$ cat src/rtl/game_pkg.sv
// Shared definitions for the digit-entry game blocks: state encoding and digit geometry.
// Reused by the generator and checker blocks as well as digit_entry.
package game_pkg;

  typedef enum logic [1:0] {
    IDLE  = 2'd0,
    ENTRY = 2'd1,
    DONE  = 2'd2
  } entry_state_t;

  localparam int NUM_DIGITS    = 4;
  localparam int DIGIT_W       = 4;
  localparam int MAX_DIGIT_DEF = 8;
  localparam int ENTRY_W       = NUM_DIGITS * DIGIT_W;
  localparam int COUNT_W       = 3;

endpackage

$ cat src/rtl/entry_timer.sv
// Inactivity counter for digit_entry; only instantiated when DIGIT_ENTRY_TIMEOUT_EN is defined.
// expired flags the idle cycle on which the LIMIT-th consecutive idle cycle in ENTRY completes.
module entry_timer #(
  parameter int LIMIT = 100000000
) (
  input  logic clk,
  input  logic rst,
  input  logic run,
  input  logic clear,
  output logic expired
);

  localparam int W = (LIMIT > 1) ? $clog2(LIMIT) : 1;

  logic [W-1:0] cnt;

  // Counter rests at zero outside ENTRY, so entering ENTRY always starts from a clean count.
  always_ff @(posedge clk or negedge rst) begin
    if (!rst) begin
      cnt <= '0;
    end else if (clear || !run) begin
      cnt <= '0;
    end else if (!expired) begin
      cnt <= cnt + 1'b1;
    end
  end

  assign expired = run && !clear && (cnt == W'(LIMIT - 1));

endmodule

$ cat src/rtl/digit_entry.sv
// Four-digit entry FSM (IDLE/ENTRY/DONE) with digit rejection and backspace; all outputs registered.
// Optional inactivity timeout is enabled by defining DIGIT_ENTRY_TIMEOUT_EN.
import game_pkg::*;

module digit_entry #(
  parameter int TIMEOUT_CYCLES = 100000000,
  parameter int MAX_DIGIT      = MAX_DIGIT_DEF
) (
  input  logic                 clk,
  input  logic                 rst,
  input  logic                 start,
  input  logic                 digit_valid,
  input  logic [DIGIT_W-1:0]   digit,
  input  logic                 backspace,
  output logic [ENTRY_W-1:0]   userInt,
  output logic [COUNT_W-1:0]   count,
  output logic                 entry_active,
  output logic                 entry_done,
  output logic                 bad_digit,
  output logic                 timed_out
);

  localparam logic [DIGIT_W-1:0] MAX_V  = DIGIT_W'(MAX_DIGIT);
  localparam logic [COUNT_W-1:0] LAST_C = COUNT_W'(NUM_DIGITS - 1);

  entry_state_t state;
  logic         timeout_hit;

`ifdef DIGIT_ENTRY_TIMEOUT_EN
  entry_timer #(
    .LIMIT(TIMEOUT_CYCLES)
  ) u_timer (
    .clk    (clk),
    .rst    (rst),
    .run    (state == ENTRY),
    .clear  (start | digit_valid | backspace),
    .expired(timeout_hit)
  );

  always_ff @(posedge clk or negedge rst) begin
    if (!rst) begin
      timed_out <= 1'b0;
    end else if (start) begin
      timed_out <= 1'b0;
    end else if (timeout_hit) begin
      timed_out <= 1'b1;
    end
  end
`else
  localparam int unused_timeout_cycles = TIMEOUT_CYCLES;
  assign timeout_hit = 1'b0;
  assign timed_out   = 1'b0;
`endif

  // Priority inside ENTRY: start, then timeout, then backspace (which swallows a same-cycle digit).
  always_ff @(posedge clk or negedge rst) begin
    if (!rst) begin
      state        <= IDLE;
      userInt      <= '0;
      count        <= '0;
      entry_active <= 1'b0;
      entry_done   <= 1'b0;
      bad_digit    <= 1'b0;
    end else begin
      bad_digit <= 1'b0;
      if (start) begin
        state        <= ENTRY;
        userInt      <= '0;
        count        <= '0;
        entry_active <= 1'b1;
        entry_done   <= 1'b0;
      end else if (state == ENTRY) begin
        if (timeout_hit) begin
          state        <= DONE;
          entry_active <= 1'b0;
          entry_done   <= 1'b1;
        end else if (backspace) begin
          if (count != '0) begin
            userInt <= {{DIGIT_W{1'b0}}, userInt[ENTRY_W-1:DIGIT_W]};
            count   <= count - 1'b1;
          end
        end else if (digit_valid) begin
          if (digit > MAX_V) begin
            bad_digit <= 1'b1;
          end else begin
            userInt <= {userInt[ENTRY_W-DIGIT_W-1:0], digit};
            count   <= count + 1'b1;
            if (count == LAST_C) begin
              state        <= DONE;
              entry_active <= 1'b0;
              entry_done   <= 1'b1;
            end
          end
        end
      end
    end
  end

endmodule

$ cat config.mk
export PLATFORM = sky130hd
export DESIGN_NAME = digit_entry
export DESIGN_NICKNAME = d
export VERILOG_FILES = /design/src/rtl/game_pkg.sv /design/src/rtl/entry_timer.sv /design/src/rtl/digit_entry.sv
export SDC_FILE = /design/constraint.sdc
export NUM_CORES = 1
export LEC_CHECK = 0
export ABC_AREA = 1
export CAP_MARGIN = 20
export CORE_MARGIN = 3
export CORE_UTILIZATION = 35
export DETAILED_ROUTE_END_ITERATION = 8
export SETUP_SLACK_MARGIN = 0.4
export SLEW_MARGIN = 20
export SYNTH_ARGS = -nofsm -noshare
export SYNTH_HDL_FRONTEND = slang
export SYNTH_SLANG_ARGS = --single-unit
$ cat constraint.sdc
create_clock -name clk -period 2.48 [get_ports clk]
set_clock_uncertainty 0.05 [all_clocks]
set_input_delay 0.248 -clock clk [delete_from_list [all_inputs] [get_ports clk]]
set_output_delay 0.248 -clock clk [all_outputs]
set_load 0.01 [all_outputs]
==> out/qor.csv <==
stage,metric,value,unit
run_status,status,"complete, no violations",
clock_tree,Post-CTS Setup Bufs,0,
routing,drt wl/cell,12.8,um
critical_path,Worst setup SP type,input pin,
critical_path,CP peak stage delay,580,ps
worst_hold_path,HP Class,in -> async,
sta,Final Critical Period,1760,ps
global_routing,grt total ovfl,0,
layout,Antenna Cells,0,
clock_tree,clk root buf,clkbuf_8,
routing,drt drc,0,
clock_tree,post_cts resized,0,
layout,"commonest non-fill, non-tap cell in the layout",nand2_1,
placed_design,routability cong.,0.829,
floorplan,I/O Pins,32,
global_routing,largest net degree at the start of global routing,23,
critical_path,Worst Path Required,2630,ps
pwr,VDD IR max,299,uV
clock_tree,clock sinks,22,
routing,Routed Antenna Nets,0,
sta,Final Cycle Share,71.0,%
critical_path,"Critical Path, Cell by Cell",clkdlybuf4s50_1 -> inv_2 -> nand2_4 -> nor2_4 -> nand2_4 -> nand2_4 -> nor2_8 -> nand2_1 -> nand2_1,
routing,final wirelength,3.05,mm
sta,Final Setup Violations,0,
synthesis,sequential fraction of the synthesis area,41.0,%
critical_path,cells on worst reg2reg path,7,
layout,most frequent cells in the layout,"nand2_1, clkdlybuf4s50_1, inv_1, dfrtp_1, o22ai_1",
critical_path,Critical R2R Launch,entry_done$_DFFE_PN0P_,
synthesis,Yosys warnings,0,
synthesis,Synth cell types,21,
clock_tree,CTS tree,built,
clock_tree,hold_buf cts,0,
sta,FMAX,0.568,GHz
synthesis,Yosys reg bits,22,
synthesis,Synth top area share,41.0,%
pwr,Clock power frac,25.7,%
layout,fin nets,203,
pwr,Sw Ratio,33.2,%
pwr,Int Power,0.681,mW
routing,Via Count,1176,
critical_path,crit path to,userInt[10]$_DFFE_PN0P_,
layout,# fillers,343,
floorplan,Row Count,21,
layout,design area,1700,sq um
synthesis,Mean Syn Cell Area,8.19,sq um
critical_path,CP Capture Type,flop,
critical_path,R2R Setup Slk,930,ps
clock_tree,Clock transition at path regs,90,ps
routing,DR pass1 iterations,4,
pwr,sequential share of power,41.8,%
sta,Final Hold Fails,0,
floorplan,core area,3520,sq um
pwr,power density cells,600,nW/um^2
routing,Vias/cell,4.94,
layout,ratio of cells with drive above 1 in the final layout,12.5,%
floorplan,area of the die,4620,sq um
global_routing,initial antenna violation count,0,
synthesis,Syn Inst Count,164,
global_routing,vias in the first global route,1210,
clock_tree,Num CTS Buffers,3,
critical_path,CP Launch Point,backspace,
synthesis,synthesized cell area,1340,sq um
critical_path,CP Data Arrival Time,1910,ps
pwr,Final Power,1.02,mW
global_routing,GR Util All Layers,14.6,%
synthesis,largest cells by area after synthesis,"dfrtp_1, nand2_1, o21bai_2",
placed_design,Post-DP HPWL,2.16,mm
routing,Metal-1 WL,1.45,mm
placed_design,DP Area,1640,sq um
routing,top routing layer in use,met4,
clock_tree,H-tree levels,1,
sta,RSZ-0062 raised after global routing,no,
job,max-capacitance violation count,0,
clock_tree,clk buf depth,2,
sta,setup TNS,0,ps
critical_path,worst setup path class,in -> reg,
critical_path,crit-path leading delay family,simple AND/OR/NAND/NOR gates,
synthesis,syn nets,174,
floorplan,initial core utilization,38.2,%
critical_path,slowest CP cell,clkdlybuf4s50_1,
critical_path,r2r endpoint,userInt[8]$_DFFE_PN0P_,
sta,Max Transition Viols Final,0,
pwr,Comb power frac,32.5,%
floorplan,Die Width,68.0,um
pwr,leakage,0.856,nW
clock_tree,worst skew pair latency,260,ps
placed_design,PortBufs,30,
critical_path,Crit path top cell by count,nand2_4,
floorplan,Die H,68.0,um
routing,routed wl met2,1.39,mm
routing,DRT iter0 DRCs,62,
synthesis,Synth area leader,dfrtp_1,
layout,area grow syn2layout,26.4,%
global_routing,first-pass GRT wire length,5.20,mm
routing,WL met3,199,um
pwr,Sw Pwr,0.338,mW
critical_path,WP depth,9,
critical_path,Buf/Inv on CP,2,
critical_path,Crit Path Max Fanout,20,
[cell type report]
| class | instances | area (sq um) | share of cell area (%) |
|---|---|---|---|
| clock buffers | 4 | 55.1 | 3.24 |
| repair buffers | 32 | 315 | 18.6 |
| well taps | 46 | 57.6 | 3.39 |
| inverters | 30 | 113 | 6.63 |
| multi-input cells | 104 | 607 | 35.7 |
| flip-flops and latches | 22 | 551 | 32.4 |
[synth_stat cells]
master	n
o21bai_1	9
nor3_1	3
buf_4	2
buf_8	1
buf_2	2
nand2_2	1
inv_2	2
conb_1	1
fa_1	1
nand2_4	3
dfrtp_1	22
nor2_1	9
inv_1	28
nand2_1	46
buf_6	3
nand3_1	5
nor2_4	1
o21bai_2	10
o22ai_1	12
nor2_8	1
a21oi_1	2
[cells by family after synthesis]
family | share of synthesized area (%)
buffers and inverters | 13.9
other | 0.279
and+or+nand+nor | 23.6
AOI/OAI and AO/OA | 19.7
adders and majority gates | 1.49
DFF | 41.0
[how the worst min path moves through the flow]
stage          cells after the start  slack, ps            startpoint                    to
6_report                           2        290                   rst   bad_digit$_DFF_PN0_
5_1_grt                            2        330                   rst   bad_digit$_DFF_PN0_
4_1_cts                            2        300                   rst   bad_digit$_DFF_PN0_
3_5_place_dp                       2        480  state[0]$_DFFE_PN0P_  state[0]$_DFFE_PN0P_
3_3_place_gp                       2        470  state[0]$_DFFE_PN0P_  state[0]$_DFFE_PN0P_
2_1_floorplan                      0       -100                   rst   bad_digit$_DFF_PN0_
[power by group through the flow]
stage	sequential, mW	clock [mW]	combinational (mW)
after floorplan	0.444	0	0.207
final	0.426	0.262	0.331
after global placement	0.433	0	0.329
after CTS	0.426	0.270	0.334
after detailed placement	0.433	0	0.331
after global routing	0.432	0.287	0.369
[flip-flops by register name (all words and copies together) (netlist names)]
register,cells
userInt,16
entry_done,1
count,3
bad_digit,1
state,1
[worst register-to-register path: cells and delay by family, from the launching register on]
kind,cells,cell delay (ps)
AO/OA/AOI/OAI,1,140
buffers and inverters,2,350
AND/OR/NAND/NOR,4,520
flip-flops,1,380
[metrics by stage]
stage / worst slack, ps / cells / utilization [%] / hold slack (ps)
after floorplan: 1160 / 164 / - / -97.6
after global placement: 478 / 234 / 46.7 / 465
after detailed placement: 462 / 234 / 46.7 / 481
after CTS: 739 / 238 / 48.2 / 305
after global routing: 583 / 238 / 48.2 / 334
final: 719 / 238 / 48.2 / 286
[routing by layer]
| metal | GRT usage [%] | up-vias |
|---|---|---|
| li1 | - | 567 |
| met1 | 17.9 | 563 |
| met2 | 24.8 | 44 |
| met3 | 4.27 | 2 |
| met4 | 3.97 | 0 |
| met5 | 0 | - |
No activity file was read; power rests on OpenSTA's default activity.
